===== src/rtl/mem_arb_pkg.sv =====
// Shared types and default widths for the memory port arbiter.
package mem_arb_pkg;

    localparam int unsigned DefAddrW = 13;
    localparam int unsigned DefDataW = 8;

    typedef enum logic [1:0] {S_IDLE, S_BUSY, S_RESP} arb_state_t;
    typedef enum logic {OWN_IF, OWN_DP} owner_t;

endpackage


===== src/rtl/mem_arb_picker.sv =====
// Combinational grant selection between fetch and datapath requests.
// MEM_ARB_RR_EN selects round-robin on ties; otherwise the datapath always wins ties.
module mem_arb_picker
    import mem_arb_pkg::*;
(
    input  logic   if_req_i,
    input  logic   dp_req_i,
    input  owner_t last_owner_i,
    output owner_t owner_o
);

`ifdef MEM_ARB_RR_EN
    always_comb begin
        owner_o = OWN_IF;
        if (if_req_i && dp_req_i) begin
            owner_o = (last_owner_i == OWN_IF) ? OWN_DP : OWN_IF;
        end else if (dp_req_i) begin
            owner_o = OWN_DP;
        end
    end
`else
    owner_t unused_last_owner;
    assign unused_last_owner = last_owner_i;

    always_comb begin
        owner_o = OWN_IF;
        if (dp_req_i) begin
            owner_o = OWN_DP;
        end
    end
`endif

endmodule


===== src/rtl/mem_port_arbiter.sv =====
// Shares a single-port byte memory between instruction fetch and datapath access.
// Tie-break policy depends on MEM_ARB_RR_EN (see mem_arb_picker).
module mem_port_arbiter
    import mem_arb_pkg::*;
#(
    parameter int unsigned ADDR_W  = DefAddrW,
    parameter int unsigned DATA_W  = DefDataW,
    parameter int unsigned MEM_LAT = 1
) (
    input  logic              clk,
    input  logic              rst,
    input  logic              if_req,
    input  logic [ADDR_W-1:0] if_addr,
    output logic              if_ack,
    input  logic              dp_req,
    input  logic              dp_we,
    input  logic [ADDR_W-1:0] dp_addr,
    input  logic [DATA_W-1:0] dp_wdata,
    output logic              dp_ack,
    output logic [DATA_W-1:0] rdata,
    output logic              busy,
    output logic [ADDR_W-1:0] mem_addr,
    output logic              mem_read,
    output logic              mem_write,
    output logic [DATA_W-1:0] mem_wdata,
    input  logic [DATA_W-1:0] mem_rdata
);

    localparam int unsigned CntW = (MEM_LAT > 1) ? $clog2(MEM_LAT + 1) : 1;
    localparam logic [CntW-1:0] LatInit = CntW'(MEM_LAT - 1);

    if (MEM_LAT < 1) begin : g_lat_chk
        $error("mem_port_arbiter: MEM_LAT must be >= 1");
    end

    arb_state_t        state_q, state_d;
    logic [CntW-1:0]   lat_cnt_q, lat_cnt_d;
    owner_t            owner_q, owner_d;
    owner_t            last_owner_q, last_owner_d;
    owner_t            pick;
    logic [ADDR_W-1:0] addr_q, addr_d;
    logic              we_q, we_d;
    logic [DATA_W-1:0] wdata_q, wdata_d;
    logic [DATA_W-1:0] rdata_q, rdata_d;
    logic              mem_read_q, mem_read_d;
    logic              mem_write_q, mem_write_d;
    logic              if_ack_q, if_ack_d;
    logic              dp_ack_q, dp_ack_d;
    logic              busy_q, busy_d;

    mem_arb_picker u_picker (
        .if_req_i     (if_req),
        .dp_req_i     (dp_req),
        .last_owner_i (last_owner_q),
        .owner_o      (pick)
    );

    always_comb begin
        state_d      = state_q;
        lat_cnt_d    = lat_cnt_q;
        owner_d      = owner_q;
        last_owner_d = last_owner_q;
        addr_d       = addr_q;
        we_d         = we_q;
        wdata_d      = wdata_q;
        rdata_d      = rdata_q;
        mem_read_d   = 1'b0;
        mem_write_d  = 1'b0;
        if_ack_d     = 1'b0;
        dp_ack_d     = 1'b0;

        unique case (state_q)
            S_IDLE: begin
                if (if_req || dp_req) begin
                    owner_d = pick;
                    if (pick == OWN_DP) begin
                        addr_d  = dp_addr;
                        we_d    = dp_we;
                        wdata_d = dp_wdata;
                    end else begin
                        // Fetch is read-only regardless of the datapath's write enable.
                        addr_d  = if_addr;
                        we_d    = 1'b0;
                        wdata_d = '0;
                    end
                    mem_read_d  = ~we_d;
                    mem_write_d = we_d;
                    lat_cnt_d   = LatInit;
                    state_d     = S_BUSY;
                end
            end
            S_BUSY: begin
                if (lat_cnt_q == '0) begin
                    if (!we_q) begin
                        rdata_d = mem_rdata;
                    end
                    if_ack_d = (owner_q == OWN_IF);
                    dp_ack_d = (owner_q == OWN_DP);
                    state_d  = S_RESP;
                end else begin
                    lat_cnt_d   = lat_cnt_q - CntW'(1);
                    mem_read_d  = ~we_q;
                    mem_write_d = we_q;
                end
            end
            S_RESP: begin
                last_owner_d = owner_q;
                state_d      = S_IDLE;
            end
            default: begin
                state_d = S_IDLE;
            end
        endcase

        busy_d = (state_d != S_IDLE);
    end

    always_ff @(posedge clk) begin
        if (!rst) begin
            state_q      <= S_IDLE;
            lat_cnt_q    <= '0;
            owner_q      <= OWN_IF;
            last_owner_q <= OWN_DP;
            addr_q       <= '0;
            we_q         <= 1'b0;
            wdata_q      <= '0;
            rdata_q      <= '0;
            mem_read_q   <= 1'b0;
            mem_write_q  <= 1'b0;
            if_ack_q     <= 1'b0;
            dp_ack_q     <= 1'b0;
            busy_q       <= 1'b0;
        end else begin
            state_q      <= state_d;
            lat_cnt_q    <= lat_cnt_d;
            owner_q      <= owner_d;
            last_owner_q <= last_owner_d;
            addr_q       <= addr_d;
            we_q         <= we_d;
            wdata_q      <= wdata_d;
            rdata_q      <= rdata_d;
            mem_read_q   <= mem_read_d;
            mem_write_q  <= mem_write_d;
            if_ack_q     <= if_ack_d;
            dp_ack_q     <= dp_ack_d;
            busy_q       <= busy_d;
        end
    end

    assign if_ack    = if_ack_q;
    assign dp_ack    = dp_ack_q;
    assign rdata     = rdata_q;
    assign busy      = busy_q;
    assign mem_addr  = addr_q;
    assign mem_read  = mem_read_q;
    assign mem_write = mem_write_q;
    assign mem_wdata = wdata_q;

endmodule


===== config.mk =====
export PLATFORM = sky130hd
export DESIGN_NAME = mem_port_arbiter
export DESIGN_NICKNAME = d
export VERILOG_FILES = /design/src/rtl/mem_arb_pkg.sv /design/src/rtl/mem_arb_picker.sv /design/src/rtl/mem_port_arbiter.sv
export SDC_FILE = /design/constraint.sdc
export NUM_CORES = 1
export LEC_CHECK = 0
export BUFFER_PORTS_ARGS = -buffer_cell sky130_fd_sc_hd__buf_2
export CAP_MARGIN = 10
export CORE_ASPECT_RATIO = 0.8
export CORE_UTILIZATION = 45
export CTS_CLUSTER_DIAMETER = 120
export DETAILED_ROUTE_END_ITERATION = 8
export PLACE_DENSITY = 0.75
export SYNTH_ARGS = -nofsm -noshare
export SYNTH_HDL_FRONTEND = slang
export SYNTH_SLANG_ARGS = --single-unit

===== constraint.sdc =====
create_clock -name clk -period 1.25 [get_ports clk]
set_input_delay 0.25 -clock clk [delete_from_list [all_inputs] [get_ports clk]]
set_output_delay 0.25 -clock clk [all_outputs]
set_load 0.03 [all_outputs]

==> Word level (Yosys, flattened, before mapping) <==
Index checks and enable logic that the tools add are counted.
{ "word_totals": {"memories": 0, "latch_bits": 0, "ram_bits": 0, "in_bits": 47, "out_inout_bits": 34, "mem_bits_ro": 0, "word_cells": 47, "ff_bits": 39} }
{ "classes": {"n_bitwise": 6, "reduce_logical": 8, "mux": 18, "n_addsub": 1, "n_eq_ne": 2, "shifts": 0, "mul": 0, "n_lt_le_gt_ge": 0, "div_mod_pow": 0} }
{ "op_table": {"columns": ["op", "n"], "rows": [
  ["2-to-1 mux 13 bit", 1],
  ["2-to-1 mux 1 bit", 10],
  ["2-to-1 mux 8 bit", 1],
  ["inverter 1 bit", 6],
  ["case mux 1 bit (2 select lines)", 3],
  ["2-to-1 mux 2 bit", 2],
  ["case mux 2 bit (2 select lines)", 1],
  ["AND reduction 2 bit", 2],
  ["nonzero test 2 bit", 2],
  ["AND reduction 3 bit", 1],
  ["OR reduction 3 bit", 1],
  ["equality test 2 x 1 -> 1 bit, second input constant", 1],
  ["logical NOT 2 bit", 1],
  ["!= test 2 bit, second input constant", 1],
  ["logical OR 1 bit", 1],
  ["subtractor 1 bit, second input constant", 1]
]} }

==> Depth between registers and ports, before layout <==
Gate-level depths: netlist (run 1).
{ "logic_depth": {"depth_word": 7, "ltp_mapped": 6, "depth_no_buf": 3} }

==> Cells and area by module <==
From an unflattened synthesis (run 1), not the netlist that was laid out.
{ "hier_totals": {"hier_cells": 171, "area_unflattened_um2": 1707.9} }
{ "modules_own_cells": {"columns": ["mod", "area_each_um2", "cells_each", "instances", "seq_area_each_um2"], "rows": [
  ["mem_port_arbiter", 1700.4, 170, 1, 780.7],
  ["mem_arb_picker", 7.5, 1, 1, 0.0]
]} }

==> Worst setup path after synthesis (run 1) <==
No wires, ideal clock.
{ "synth_timing": {"path_type": "input-to-reg", "startpoint": "input dp_req", "endpoint": "register addr_q[0], in the netlist mem_addr[0]", "path_buffers": 2, "t_required_ns": 1.134, "setup_ns": 0.116, "path_stages": 5, "slack_ns": 0.108, "t_arrival_ns": 1.025, "cell_sequence": "buf_6 -> buf_2 -> mux2i_1 -> nand3_2 -> o211a_1"} }
{ "synth_via": {"elab_chain_len": 2, "elab_cells_between_ends": 4, "cone_classes": "mux: 2; reduce/logical: 2"} }
{ "synth_rtl": {"columns": ["item", "line", "rtl"], "rows": [
  ["start: declaration", "mem_port_arbiter.sv:15", "input logic dp_req,"],
  ["2-to-1 mux 1 bit or logical OR 1 bit (tied branches)", "mem_arb_picker.sv:27, mem_port_arbiter.sv:74", null],
  ["2-to-1 mux 13 bit or AND reduction 2 bit (tied branches)", null, null],
  ["end signal: assignment", "mem_port_arbiter.sv:138", "addr_q <= addr_d;"],
  ["end: declaration", "mem_port_arbiter.sv:41", "logic [ADDR_W-1:0] addr_q, addr_d;"]
]} }
Parallel ways exist; a longest one is shown, timed or not.
A chain may end at the register's enable or synchronous reset.

==> Worst setup path in the final report (run 1) <==
{ "layout_timing": {"startpoint": "register state_q[1]", "endpoint": "register addr_q[6], in the netlist mem_addr[6]"} }
{ "layout_via": {"elab_chain_len": 2} }
{ "layout_rtl": {"columns": ["item", "line", "rtl"], "rows": [
  ["start: declaration", "mem_port_arbiter.sv:36", "arb_state_t state_q, state_d;"],
  ["start signal: assignment", "mem_port_arbiter.sv:134", "state_q <= state_d;"],
  ["logical NOT 2 bit", "mem_port_arbiter.sv:72", "unique case (state_q)"],
  ["AND reduction 2 bit (no source line)", null, null]
]} }
Every way passes these cells.

==> results of run 1 <==
==> power by group <==
group	internal, mW	total [mW]	switching, mW	leakage [nW]
combinational	0.313	0.740	0.427	0.850
sequential	1.31	1.36	0.0518	0.313
clock	0.444	0.831	0.386	0.0482
==> layout by cell type, fill, tap and decap left out <==
master,count
sky130_fd_sc_hd__mux2i_1,21
sky130_fd_sc_hd__nor2_2,1
sky130_fd_sc_hd__nand3b_1,1
sky130_fd_sc_hd__and3_1,1
sky130_fd_sc_hd__clkbuf_8,6
sky130_fd_sc_hd__nor2_1,2
sky130_fd_sc_hd__buf_12,5
sky130_fd_sc_hd__nand3_2,10
sky130_fd_sc_hd__clkbuf_1,1
sky130_fd_sc_hd__dfxtp_1,38
sky130_fd_sc_hd__o21ai_1,10
sky130_fd_sc_hd__nor2_4,1
sky130_fd_sc_hd__buf_2,80
sky130_fd_sc_hd__clkinv_2,1
sky130_fd_sc_hd__inv_1,2
sky130_fd_sc_hd__o211a_1,13
sky130_fd_sc_hd__and2_1,1
sky130_fd_sc_hd__nand3_1,4
sky130_fd_sc_hd__nor2b_1,8
sky130_fd_sc_hd__nor3b_4,2
sky130_fd_sc_hd__nand2_1,11
sky130_fd_sc_hd__a21boi_1,10
sky130_fd_sc_hd__buf_6,1
sky130_fd_sc_hd__a21oi_1,1
sky130_fd_sc_hd__buf_4,6
sky130_fd_sc_hd__or2_1,2
==> cell families after synthesis <==
logic type             synth area share, %
DFF                                   46.8
and+or+nand+nor                       18.2
buffers and inverters                 6.08
AOI/OAI and AO/OA                     16.0
muxes                                 12.9
==> path summary, 6_finish.rpt <==
kind / cells past startpoint / to / slack, ps / start
setup / recovery: 3 / mem_addr[6] / 90 / state_q[1]
hold / removal: 2 / mem_read / 180 / dp_we
setup reg to reg: 3 / mem_addr[6] / 90 / state_q[1]
hold reg to reg: 1 / if_ack / 440 / owner_q
==> routing by layer <==
metal | share of wire (%) | GRT usage (%)
met1 | 48 | 24.2
met4 | 1.2 | 6.41
met5 | 0 | 0
met2 | 45 | 30.0
met3 | 5.6 | 5.80
==> worst max-delay path, stage by stage, from the launching register on <==
cell                      delay [ps]
sky130_fd_sc_hd__dfxtp_1         340
sky130_fd_sc_hd__or2_1           270
sky130_fd_sc_hd__nor2_4          310
sky130_fd_sc_hd__o211a_1         180
==> layout make-up <==
| type | instances | area, um^2 | area share, % |
|---|---|---|---|
| Multi-Input combinational cell | 99 | 777 | 34.6 |
| Timing Repair Buffer | 92 | 557 | 24.8 |
| Clock buffer | 7 | 86.3 | 3.84 |
| Sequential cell | 38 | 761 | 33.9 |
| Inverter | 2 | 7.51 | 0.334 |
| Tap cell | 42 | 52.6 | 2.34 |
| Clock inverter | 1 | 5.00 | 0.223 |
==> timing repair <==
item | in CTS | in global routing
setup buffers | 0 | 1
pin swaps | 0 | 1
resized for setup | 1 | 2
endpoints found under the setup margin | 13 | 7
==> state kept, by name, indices dropped and copies added (netlist names) <==
name,flops
we_q,1
mem_wdata,8
if_ack,1
rdata,8
busy,1
mem_read,1
owner_q,1
mem_addr,13
mem_write,1
state_q,2
dp_ack,1
==> per-stage QoR <==
stage | hold WS (ps) | setup WS (ps) | instances
2_1_floorplan | 343 | 108 | 151
3_3_place_gp | 423 | -1.49 | 272
3_5_place_dp | 431 | -34.0 | 272
4_1_cts | 172 | 25.9 | 280
6_report | 182 | 87.6 | 281
5_1_grt | 198 | 15.7 | 281
==> cell usage after synthesis <==
cell type | number | area, um^2
sky130_fd_sc_hd__buf_6 | 2 | 22.5
sky130_fd_sc_hd__clkbuf_1 | 3 | 11.3
sky130_fd_sc_hd__a21oi_1 | 1 | 5.00
sky130_fd_sc_hd__mux2i_1 | 21 | 210
sky130_fd_sc_hd__nand3_1 | 4 | 20.0
sky130_fd_sc_hd__nor2_1 | 2 | 7.51
sky130_fd_sc_hd__o211a_1 | 13 | 130
sky130_fd_sc_hd__buf_4 | 3 | 22.5
sky130_fd_sc_hd__and3_1 | 1 | 6.26
sky130_fd_sc_hd__nor2_2 | 2 | 12.5
sky130_fd_sc_hd__buf_2 | 3 | 15.0
sky130_fd_sc_hd__and2_1 | 1 | 6.26
sky130_fd_sc_hd__o21ai_1 | 10 | 50.1
sky130_fd_sc_hd__buf_12 | 1 | 20.0
sky130_fd_sc_hd__nor3b_2 | 1 | 12.5
sky130_fd_sc_hd__inv_1 | 2 | 7.51
sky130_fd_sc_hd__nand2_1 | 11 | 41.3
sky130_fd_sc_hd__nand3b_1 | 1 | 7.51
sky130_fd_sc_hd__dfxtp_1 | 38 | 761
sky130_fd_sc_hd__or2_1 | 2 | 12.5
sky130_fd_sc_hd__nor2b_1 | 8 | 50.1
sky130_fd_sc_hd__nor3b_4 | 1 | 18.8
sky130_fd_sc_hd__a21boi_1 | 10 | 75.1
sky130_fd_sc_hd__nand3_2 | 10 | 100
==> summary by stage, run 1 <==
Status
The run finished with clean final reports.

Cells and area
Of the cells placed in the final design, the portion with a size suffix greater than 1 is 47.3%. The number of antenna diodes in the final layout is 0. Relative to the synthesized area, the layout overhead comes to 38.2%. The cell area after layout is ~2200 um^2.

After filler insertion, the fill cell instance count of the layout stands at between 200 and 300. The final layout contains around 290 nets. Cells fill around two thirds of the core in the end.

Timing
The final setup skew is roughly 2.7 ps. For this run, the top clock speed supported by timing is ~860 MHz. The final hold violation count is 0. Setup repair after global routing left no endpoint under its margin. Dividing the final minimum period by the clock period gives between 90% and 100%. Headroom to the max-slew limit came out at approximately 78%. The final setup TNS is 0 ps. The count of final max-slew check failures is 0. The slew of the pin with the lowest slew margin is 333 ps. Counting I/O delays and the setup requirement, the final critical path takes roughly 1200 ps. Setup violations remaining at the end of the flow were counted as 0.

Yosys
The number of distinct library cell variants in the gate-level netlist after synthesis is 24. The number of synthesis warnings is 0. The register area share after synthesis is between 40% and 50%. The number of cells produced by synthesis is ~150.

Synthesis inferred 38 register bits. In this run the mean area of a mapped cell was 10.8 um^2. The synthesized netlist net count is ~200. The netlist area before placement is 1630 um^2.

GRT
The leftover overflow at the end of global routing is 0. Across every metal layer, demand over resource in global routing totals a little under a fifth. The initial antenna violation count was 0.

Entering global routing, the biggest net connects 19 pins. The via count of the first global-routing pass is 1307. The global-route wire length before repair is about 6 mm.

Routing
The first routing iteration left 81 violations. The first detailed-routing pass ran for 4 iterations. For this block, the routed nets add up to around 3.5 mm of wire. In the final routed layout, each cell accounts on average for 12.4 um. The total number of vias is 1399. For this run, design rule violations remaining after detail routing come to 0. The number of routed nets with antenna violations is 0. The average vias per placed instance is around 5.

Setup path
The critical-path maximum fanout is 13. STA classifies the critical path startpoint as a flip-flop. The arrival time at the worst endpoint is about 1400 ps. The category of the critical setup timing path is reg2reg. The worst setup path is captured at a flip-flop.

The required time of the critical path is 1470 ps.

Placement
Input and output buffers added on the ports amount to 80. At the end of routability-driven placement, the weighted congestion stood at slightly above 0.7. The HPWL after detailed placement is 2.63 mm.

The placed instances occupy a cell area of 2120 um^2.

Floorplanning
Pin placement for this block handled 81 I/O pins. The number of rows created at floorplan is 19. The floorplan step defined a die boundary enclosing between 3000 and 4000 um^2.

The floorplan step defined a core boundary enclosing around 3400 um^2. The starting density of the core is approximately 47%. The die is ~69 um wide. Measured along the y axis, the die boundary spans about 56 um.

CTS
The number of hold buffers added after CTS was 0. The clock slew seen by the registers of the worst setup and hold paths is approximately 70 ps. The clock tree synthesis step divided the H-tree into 2 levels. The number of sinks on the clock net is 38. The later pin in the worst-skew pair is clocked with a latency of ~280 ps.

TritonCTS built the clock tree. The buffer levels on the longest clock path is 2. The number of clock buffers added by TritonCTS is 5. The cell sitting at the root of the clock tree is a sky130_fd_sc_hd__clkbuf_8.

Flow run
The number of maximum-capacitance constraint violations is 0.

Min path
The type of the worst min-delay path is in2reg.

Power and ir drop
The maximum ir drop on the vdd rail is 0.000706 V. The power per cell area is between 1000 and 1500 nW/um^2. In this run the static leakage power is approximately 1.2 nW. After layout, the design draws a total of between 2 and 3 mW.
Power figures use the tool's default switching activity.
==> inputs of run 2 (changes only) <==
--- a/config.mk
+++ b/config.mk
@@ -7,7 +7,7 @@
 export LEC_CHECK = 0
 export BUFFER_PORTS_ARGS = -buffer_cell sky130_fd_sc_hd__buf_2
 export CAP_MARGIN = 10
-export CORE_ASPECT_RATIO = 0.8
+export CORE_ASPECT_RATIO = 1.75
 export CORE_UTILIZATION = 45
 export CTS_CLUSTER_DIAMETER = 120
 export DETAILED_ROUTE_END_ITERATION = 8
==> run 2 against run 1 <==
Net effect: wire length decreased by 1.3%; sequential power about the same; register-to-register slack about the same; cell count increased by 0.71%; sequential share of layout area increased by 0.77 points; hold slack improved by 1.8 ps.
==> summary by stage, run 2 (synthesis gave the netlist of run 1 again) <==
Status
The flow ran to the end, and the final reports show no timing, DRC or antenna violations.

GRT
The initial antenna violation count is 0. Global routing used 19.1% of the available tracks across all layers. The first global-routing pass estimated 5.39 mm of wire. The leftover overflow at the end of global routing is 0. Entering global routing, the biggest net connects 17 pins. The via count of the first global-routing pass is about 1300.

Routing
The final routed wirelength across all metal layers is ~3.4 mm. In this run the remaining antenna-violating nets after routing total 0. After detailed routing, the number of vias per cell comes to roughly 4.9. Dividing the detail-routed wire length by the instance count gives 12.2 um. The detailed router finished its first iteration with 29 violations. For this block, the via count after detailed routing is approximately 1400.

The detailed-route DRC error count is 0. The number of optimization iterations in the first detailed-route pass is 4.

CTS
The clock latency at the later pin of the worst-skew pair is approximately 270 ps. The CTS buffer count is 5. The clock slew seen by the registers of the worst setup and hold paths is approximately 70 ps. The total setup buffers inserted after CTS is 0. The buffer levels on the longest clock path is 2. After clock tree synthesis, the repair step resized 0 gates. CTS built an H-tree with a depth of 2.

The tree built by TritonCTS fans out to 38 sinks. The root buffer cell is sky130_fd_sc_hd__clkbuf_8. In this run, post-CTS hold repair placed 0 buffers. The TritonCTS clock tree is built.

Timing
The worst path in the final design needs a cycle of ~1200 ps, including I/O delays and setup. The count of final max-slew check failures is 0. The worst hold slack is about 180 ps.

Setup repair after global routing left no endpoint under its margin. For the final database, setup skew stands at 5.16 ps. The slew of the pin with the lowest slew margin is between 200 and 250 ps. Timing would allow up to approximately 870 MHz. The relative slew slack is between 80% and 90%. The final critical-path share of the clock period is 92.0%. The final hold violation count was 0. Adding up every negative setup slack in the final design gives 0 ps. The total setup violations reported at the end of the flow is 0.

Setup path
The arrival time at the worst endpoint is approximately 1300 ps. The cell family contributing the most delay on the critical path is flip-flops. The critical-path maximum fanout is 8. The signal on the critical path passes through nor3b_2 > buf_4 > mux2i_1 > nor2b_1. The critical-path cell with the highest stage delay is sky130_fd_sc_hd__dfxtp_1. The endpoint kind of the worst setup timing path is a flip-flop. The kind of launch point of the worst setup path is a flip-flop. In this run the register-to-register setup slack is roughly 100 ps.

The number of buffers and inverters on the critical path is 1. The critical path in this run is classified as reg2reg. The delay of the slowest critical-path stage is around 370 ps. The required time of the critical path is around 1400 ps.

Power and ir drop
Sequential cells account for 47.4% of the total power. In this run the power spent charging and discharging nets is roughly 830 uW. The share of total power consumed by net switching is between 20% and 30%.

IR analysis of the VDD net gives a maximum drop of roughly 0.00092 V. For this design the ratio of total power to cell area is between 1000 and 1500 nW/um^2. In this run, the clock network consumes 27.6% of the power. Summed over all cells, the static leakage comes to roughly 1.2 nW.

The internal power contribution is ~2 mW. Combinational cells account for 25.0% of the total power.

Placement
The count of input and output buffers is 80. At the end of routability-driven placement, the weighted congestion stood at around 0.75. The total half-perimeter wirelength after legalization and detailed placement is approximately 2.6 mm.

Cells and area
The post-layout net count is around 290. The leading cell type in the layout, fill and taps excluded is sky130_fd_sc_hd__buf_2. The register with the most flip-flops in the layout has 13 of them.

The synthesis-to-finish area growth is 35.1%. The fraction of final layout cells sized beyond drive strength 1 is between 40 and 50%. The repair_antennas step left the layout with diodes totalling 0. In the layout the commonest cells are sky130_fd_sc_hd__buf_2, sky130_fd_sc_hd__dfxtp_1, sky130_fd_sc_hd__mux2i_1.

Flow run
The number of maximum-capacitance constraint violations is 0.

Min path
The worst hold path belongs to the class in2reg.

Floorplanning
The die area is a little under 4000 um^2. The overall die height is between 80 and 90 um. The number of rows created at floorplan is 28. The horizontal extent of the die is 47.4 um. The count of pins on the block boundary is 81. The starting density of the core is between 40 and 50%.

The region available for standard cell placement spans between 3000 and 4000 um^2.
[run 2: power by group through the flow]
stage               Sequential, mW  Combinational, mW  Clock (mW)
CTS                           1.36              0.728       0.817
global placement              1.39              0.716           0
detailed placement            1.38              0.725           0
finish                        1.36              0.718       0.791
global route                  1.37              0.775       0.879
floorplan                     1.57              0.296           0
[run 2: final timing paths]
| kind | startpoint | endpoint | depth (start not counted) |
|---|---|---|---|
| min | dp_we | mem_read | 2 |
| max | state_q[1] | rdata[6] | 4 |
| min reg2reg | owner_q | if_ack | 1 |
| max reg2reg | state_q[1] | rdata[6] | 4 |
[run 2: per-stage QoR]
stage | cell area, um^2 | power [mW] | instances | util, % | setup WS, ps
final | 2200 | 2.87 | 283 | 64.6 | 99.7
after global routing | 2200 | 3.02 | 283 | 64.6 | 35.4
after CTS | 2200 | 2.91 | 283 | 64.6 | 77.7
after detailed placement | 2110 | 2.11 | 277 | 62.2 | 40.0
after global placement | 2110 | 2.10 | 277 | 62.2 | 75.3
after floorplan | 1630 | 1.86 | 151 | - | 108
[run 2: area by class of cell]
| cell class | instances | area (um^2) |
|---|---|---|
| clock buffer | 6 | 82.6 |
| tap | 45 | 56.3 |
| sequential | 38 | 761 |
| timing repair buffer | 93 | 523 |
| inverter | 2 | 7.51 |
| fill | 314 | 1200 |
| multi-input combinational | 99 | 766 |
[run 2: routing by layer]
layer,track usage [%],wire (um),up-vias
met2,34.5,1880,55
met3,5.27,202,2
met1,19.8,1340,637
li1,-,-,699
met4,6.86,21,0
met5,0,0,-
